**src/rtl/operand_fetch_ctrl.sv**
```systemverilog
// Operand fetch controller: issues register-file reads, tracks outstanding writes
// in a scoreboard, stalls on RAW/WAW hazards and forwards same-cycle writeback data.
module operand_fetch_ctrl #(
  parameter int DATA_W  = 8,
  parameter int ADDR_W  = 3,
  parameter int NREG    = 8,
  parameter int STALL_W = 8
) (
  input  logic              clk,
  input  logic              reset,
  // decode side
  input  logic              issue_valid,
  output logic              issue_ready,
  input  logic [ADDR_W-1:0] issue_rs_a,
  input  logic [ADDR_W-1:0] issue_rs_b,
  input  logic [ADDR_W-1:0] issue_rd,
  input  logic              issue_wr_en,
  // register file
  output logic [ADDR_W-1:0] rf_read_reg_a,
  output logic [ADDR_W-1:0] rf_read_reg_b,
  input  logic [DATA_W-1:0] rf_read_data_a,
  input  logic [DATA_W-1:0] rf_read_data_b,
  output logic [ADDR_W-1:0] rf_write_reg,
  output logic [DATA_W-1:0] rf_write_data,
  output logic              rf_reg_write,
  // writeback
  input  logic              wb_valid,
  input  logic [ADDR_W-1:0] wb_rd,
  input  logic [DATA_W-1:0] wb_data,
  // execute side
  output logic              op_valid,
  input  logic              op_ready,
  output logic [DATA_W-1:0] op_a,
  output logic [DATA_W-1:0] op_b,
  output logic [ADDR_W-1:0] op_rd,
  output logic              op_wr_en,
  // status
  output logic [STALL_W-1:0] stall_cnt,
  output logic               wb_err
);

  typedef enum logic {S_EMPTY, S_FULL} state_t;

  localparam logic [STALL_W-1:0] STALL_MAX = '1;
  localparam logic [STALL_W-1:0] STALL_ONE = STALL_W'(1);

  state_t            state, state_next;
  logic [NREG-1:0]   pending, pending_next;
  logic              fwd_a, fwd_b, fwd_rd;
  logic              raw_hazard, waw_hazard;
  logic              accept;

  assign rf_read_reg_a = issue_rs_a;
  assign rf_read_reg_b = issue_rs_b;
  assign rf_write_reg  = wb_rd;
  assign rf_write_data = wb_data;
  assign rf_reg_write  = wb_valid;

  // A writeback landing this cycle resolves the hazard it would otherwise cause.
  assign fwd_a  = wb_valid && (wb_rd == issue_rs_a);
  assign fwd_b  = wb_valid && (wb_rd == issue_rs_b);
  assign fwd_rd = wb_valid && (wb_rd == issue_rd);

  assign raw_hazard = (pending[issue_rs_a] && !fwd_a) || (pending[issue_rs_b] && !fwd_b);
  assign waw_hazard = issue_wr_en && pending[issue_rd] && !fwd_rd;

  assign issue_ready = !(raw_hazard || waw_hazard) && ((state == S_EMPTY) || op_ready);
  assign accept      = issue_valid && issue_ready;
  assign op_valid    = (state == S_FULL);

  // NOTE: every signal written here gets a default first so no latch is inferred.
  always_comb begin
    state_next   = state;
    pending_next = pending;
    case (state)
      S_EMPTY: if (accept) state_next = S_FULL;
      S_FULL:  if (op_ready) state_next = accept ? S_FULL : S_EMPTY;
      default: state_next = S_EMPTY;
    endcase
    // Set is applied last so it wins over a clear of the same register.
    if (wb_valid)               pending_next[wb_rd]    = 1'b0;
    if (accept && issue_wr_en)  pending_next[issue_rd] = 1'b1;
  end

  // NOTE: state uses non-blocking assignments so all flops update from pre-edge values.
  always_ff @(posedge clk or negedge reset) begin
    if (!reset) begin
      state     <= S_EMPTY;
      pending   <= '0;
      op_a      <= '0;
      op_b      <= '0;
      op_rd     <= '0;
      op_wr_en  <= 1'b0;
      stall_cnt <= '0;
      wb_err    <= 1'b0;
    end else begin
      state   <= state_next;
      pending <= pending_next;
      // Accept is only possible when the stage is empty or draining, so op_* hold otherwise.
      if (accept) begin
        op_a     <= fwd_a ? wb_data : rf_read_data_a;
        op_b     <= fwd_b ? wb_data : rf_read_data_b;
        op_rd    <= issue_rd;
        op_wr_en <= issue_wr_en;
      end
      if (issue_valid && !issue_ready && (stall_cnt != STALL_MAX))
        stall_cnt <= stall_cnt + STALL_ONE;
      if (wb_valid && !pending[wb_rd])
        wb_err <= 1'b1;
    end
  end

endmodule

```
**config.mk**
```make
export PLATFORM = sky130hd
export DESIGN_NAME = operand_fetch_ctrl
export DESIGN_NICKNAME = d
export VERILOG_FILES = /design/src/rtl/operand_fetch_ctrl.sv
export SDC_FILE = /design/constraint.sdc
export NUM_CORES = 1
export LEC_CHECK = 0
export CORE_MARGIN = 2
export CORE_UTILIZATION = 47
export CTS_CLUSTER_SIZE = 28
export DETAILED_ROUTE_END_ITERATION = 8
export PLACE_DENSITY_LB_ADDON = 0.15
export SLEW_MARGIN = 30
export SYNTH_ARGS = -nofsm -noshare
export SYNTH_HDL_FRONTEND = slang
export SYNTH_SLANG_ARGS = --single-unit
```
**constraint.sdc**
```tcl
create_clock -name clk -period 5.85 [get_ports clk]
set_input_delay 1.4625 -clock clk [delete_from_list [all_inputs] [get_ports clk]]
set_output_delay 1.4625 -clock clk [all_outputs]
set_load 0.01 [all_outputs]
```
* Word level (Yosys, flattened, before mapping)
Index checks and enable logic that the tools add are counted.
** Word-level totals
- Register bits :: 38
- Bits of input ports :: 42
** Operators by class
- $add $sub $neg :: 1
- Magnitude comparators :: 6
- Eq/ne operators :: 4
- Mux-type cells :: 19
- Bitwise gates (word level) :: 4
- Reductions and logical operators :: 24
** Operators by type and width (number)
- 8-bit two-way mux :: 4
- 3-bit by 4-bit less-than comparator with 1-bit output (second input constant) :: 4
- 1-bit logical AND :: 15
- 1-bit binary-select mux with 3-bit select :: 4
- 3-bit == test :: 3
- 8-bit by 1-bit adder with 8-bit output (second input constant) :: 1
- 8-bit AND :: 1
- 1-bit two-way mux :: 8
- 8-bit inequality test (second input constant) :: 1
- 8-bit NOT :: 1
- 8-bit bitwise OR :: 1
- 1-bit demux with 3-bit select :: 2
- 3-bit by 1-bit >= comparator with 1-bit output (second input constant) :: 2
- 1-bit logical NOT :: 6
- 1-bit logical OR :: 3
- 1-bit one-hot mux with 2 select lines :: 1
- 1-bit NOT :: 1

* Logic depth before layout (Yosys ltp)
- Word-level depth :: 12
- Mapped depth :: 10
- Gate-level depth less buffers :: 7

* Least setup slack after synthesis
No wires, ideal clock.
- Kind :: input to output
- Start :: in issue_rd[0]
- End :: out issue_ready
- Data arrival time :: 2.575 ns
- Required time :: 4.388 ns
- Path slack :: 1.813 ns
- Stages :: 6
- Buffers on the path :: 1
- Cell sequence :: buf_2 > xnor2_1 > and4_1 > o41a_1 > nand3_2 > inv_1
** On the way
- Word-level cells in the longest chain between the ends :: 7
** RTL lines
- start: declaration :: line 16 : input logic [ADDR_W-1:0] issue_rd,
- 1-bit binary-select mux with 3-bit select / 3-bit == test (equally long branches) :: line 65, 62
- 1-bit two-way mux (not written as such) / 1-bit logical AND (equally long branches) :: line 65, 62
- 1-bit logical AND / 1-bit logical NOT (equally long branches) :: line 65 : assign waw_hazard = issue_wr_en && pending[issue_rd] && !fwd_rd;
- 1-bit logical AND (*) :: line 65
- 1-bit logical OR (*) :: line 67 : assign issue_ready = !(raw_hazard || waw_hazard) && ((state == S_EMPTY) || op_ready);
- 1-bit logical NOT (*) :: line 67
- 1-bit logical AND (*) :: line 67
- end: declaration :: line 13 : output logic issue_ready,
Every way passes the cells marked *; elsewhere a longest branch is shown, timed or not. The select of a mux whose other input is x is not followed.

* Worst setup path after layout
- Start :: in issue_rd[2]
- End :: out issue_ready
Same word-level chain as after synthesis.

==> flow_summary.json <==
{
  "async_reset_ff_frac": 1.00,
  "whs_path_depth": 1,
  "r2r-start": "pending[7]$_DFF_PN0_",
  "power.leakage_nw": 1.39,
  "fin_cells": 345,
  "initial_core_util": 0.485,
  "cp.arrival_ns": 3.75,
  "finish.instance_area_um2": 3150,
  "synthCells": 220,
  "die_w_um": 73.6,
  "io_pins": 91,
  "worst_slack_ns": 0.639,
  "synth_area_per_cell_um2": 10.3,
  "multi_input_area_um2": 1100,
  "final_util": 0.670,
  "p_comb_frac": 0.411,
  "syn_nets": 263,
  "postCtsSetupBuffers": 0,
  "hold_path.class": "reg -> reg",
  "p_switching_uw": 330,
  "vias_per_cell": 5.48,
  "power_frac_clock": 0.183,
  "crit_path_start_kind": "primary input",
  "drc": 0,
  "core-area_um2": 4690,
  "antenna_found_initial": 0,
  "finalNetCount": 333,
  "dpl-instance-area_um2": 3050,
  "ant_nets": 0,
  "worstPathMaxFanout": 9,
  "clkSlewWorstSetupHoldPaths_ns": 0.08,
  "place.gp.congestion": 0.861,
  "tightest_slew_ns": 0.497,
  "p_int_uw": 691,
  "dieHeight_um": 73.6,
  "synth_seq_cells": 38,
  "tns_ns": 0,
  "fill_cells": 406,
  "clock_path_buffers": 2,
  "place_ws_ns": 0.658,
  "vias": 1892,
  "yosysWarnings": 0,
  "grt_pass1_wl_um": 8790,
  "grt_overflow_total": 0,
  "numPlacedInstances": 337,
  "hold_viol": 0,
  "r2r_setup_slack_ns": 3.50,
  "grt_util_all_layers": 0.216,
  "ys.flop_type": "dfrtp_1",
  "h-tree-depth": 2,
  "finalMaxSlewViolations": 0,
  "syn2layout_area_growth_pct": 38.4,
  "cts_tree": "done",
  "final.min_clock_period_ns": 5.21,
  "synth_edf_count": 0,
  "wl_per_cell_um": 15.6,
  "skew_ns": 0.00777,
  "timing.fmax_ghz": 0.192,
  "io_buffers": 90,
  "status": "finished, final reports clean",
  "dr.first_iter.drc_count": 124,
  "hpwlAfterDp_um": 3990,
  "power_density_nw_per_um2": 324,
  "seq_power_share": 0.406,
  "path_class": "in -> out",
  "clock_latency_ns": 0.29,
  "ys_seq_area_frac": 0.418,
  "holdBufCountCts": 0,
  "ctsResizeCount": 0,
  "swShare": 0.323,
  "synthDistinctLibCells": 36,
  "r2r_cells": 5,
  "timing.rr.end": "pending[0]$_DFF_PN0_",
  "wl_um": 5380,
  "grt_max_degree": 39,
  "syn_area_um2": 2270,
  "cts-root-buf": "clkbuf_8",
  "holdCritStartpoint": "wb_err$_DFFE_PN0P_",
  "maxCapViolations": 0,
  "drive_gt1_frac": 0.107,
  "cts_made_buffers": 5,
  "setup_violations": 0,
  "endpoint_kind": "primary output",
  "dieArea_um2": 5410,
  "antenna_cells": 0,
  "critPathRequiredTime_ns": 4.39,
  "max-vdd-ir-drop_mv": 0.149,
  "drt_first_pass_iters": 4,
  "min_to": "wb_err$_DFFE_PN0P_",
  "cts.sinks": 38,
  "min_period_over_period": 0.891,
  "rsz0062_at_grt": "false",
  "grt_pass1_vias": 1838,
  "slew_headroom": 0.669,
  "std_cell_rows": 25,
  "ff_latch_area_um2": 951
}
flip-flops by register name (all words and copies together), names as in the netlist:
signal,flops
op_a,8
op_b,8
pending,8
stall_cnt,8
op_rd,3
op_valid,1
op_wr_en,1
wb_err,1
worst max-delay path by stage:
stage	from	end	slack [ns]	depth (start not counted)
final	issue_rd[2]	issue_ready	0.64	7
after global routing	issue_rd[2]	issue_ready	0.51	7
after CTS	issue_rd[2]	issue_ready	0.65	7
after detailed placement	wb_rd[1]	issue_ready	0.66	8
after global placement	issue_rd[2]	issue_ready	0.67	7
after floorplan	issue_rd[0]	issue_ready	1.81	6
layout make-up:
type | instances | share of cell area
clock buffer | 7 | 0.0274
clock inverter | 1 | 0.00159
inverter | 3 | 0.00358
multi-input combinational | 149 | 0.351
sequential | 38 | 0.302
tap | 54 | 0.0215
timing repair buffer | 93 | 0.293
per-layer routing:
metal | vias to the layer above | track usage | share of wire
met3 | 10 | 0.0768 | 0.088
li1 | 905 | - | -
met5 | - | 0 | 0
met4 | 0 | 0.0848 | 0.017
met1 | 898 | 0.283 | 0.44
met2 | 79 | 0.326 | 0.45
Yosys cell counts, types with 2 or more instances:
cell / n / area (um^2)
mux2_2: 8 / 90.1
nor2_1: 5 / 18.8
mux4_2: 4 / 90.1
nand2_1: 26 / 97.6
o21ai_0: 24 / 120
o31ai_2: 2 / 25.0
buf_2: 5 / 25.0
nand3_1: 6 / 30.0
and3_1: 3 / 18.8
o31ai_1: 2 / 15.0
xnor2_1: 14 / 123
o2111ai_2: 2 / 30.0
nand2b_1: 6 / 37.5
buf_4: 21 / 158
dfrtp_1: 38 / 951
mux2i_1: 22 / 220
o21ai_1: 6 / 30.0
nand4_1: 5 / 31.3
clkbuf_2: 2 / 10.0
inv_1: 3 / 11.3
per-stage QoR:
step | total power [mW] | hold slack [ns]
floorplan | 0.606 | 0.493
finish | 1.02 | 0.468
global route | 1.10 | 0.503
global placement | 0.834 | 0.445
CTS | 1.03 | 0.466
detailed placement | 0.842 | 0.451
cell usage in the layout (no fill, tap or decap), types with 2 or more instances in the layout:
master           Yosys  final
nand3_1              6      6
nor2_1               5      5
and3_1               3      3
mux4_2               4      4
clkdlybuf4s50_1      0     89
clkbuf_8             0      6
o31ai_2              2      2
o21ai_0             24     24
o2111ai_2            2      2
dfrtp_1             38     38
o31ai_1              2      2
mux2_2               8      8
nand2_1             26     26
inv_1                3      3
xnor2_1             14     14
o21ai_1              6      6
mux2i_1             22     22
buf_4               21      4
nand2b_1             6      6
nand4_1              5      5
worst max-delay path: stages:
cell and delay [ns]:
clkdlybuf4s50_1 0.68, mux2_2 0.38, o21ai_0 0.16, o41a_1 0.26, nand3_2 0.19, inv_1 0.09, clkdlybuf4s50_1 0.53
cell families (layout without fill, tap and decap cells):
group,count (synthesis),after routing,synth area share
flip-flops,38,38,0.418
AO/OA/AOI/OAI,42,42,0.117
XOR/XNOR,14,14,0.0539
buffers and inverters,33,104,0.0963
multiplexers,34,34,0.176
adder cells (fa/ha/maj),1,1,0.00550
AND/OR/NAND/NOR,58,58,0.133
power groups by stage:
stage	combinational, mW	sequential [mW]	clock [mW]
2_1_floorplan	0.162	0.444	0
3_3_place_gp	0.417	0.417	0
3_5_place_dp	0.424	0.418	0
4_1_cts	0.425	0.414	0.193
5_1_grt	0.466	0.427	0.205
6_report	0.420	0.414	0.186
Note: power is estimated with default switching activity, not from simulation.
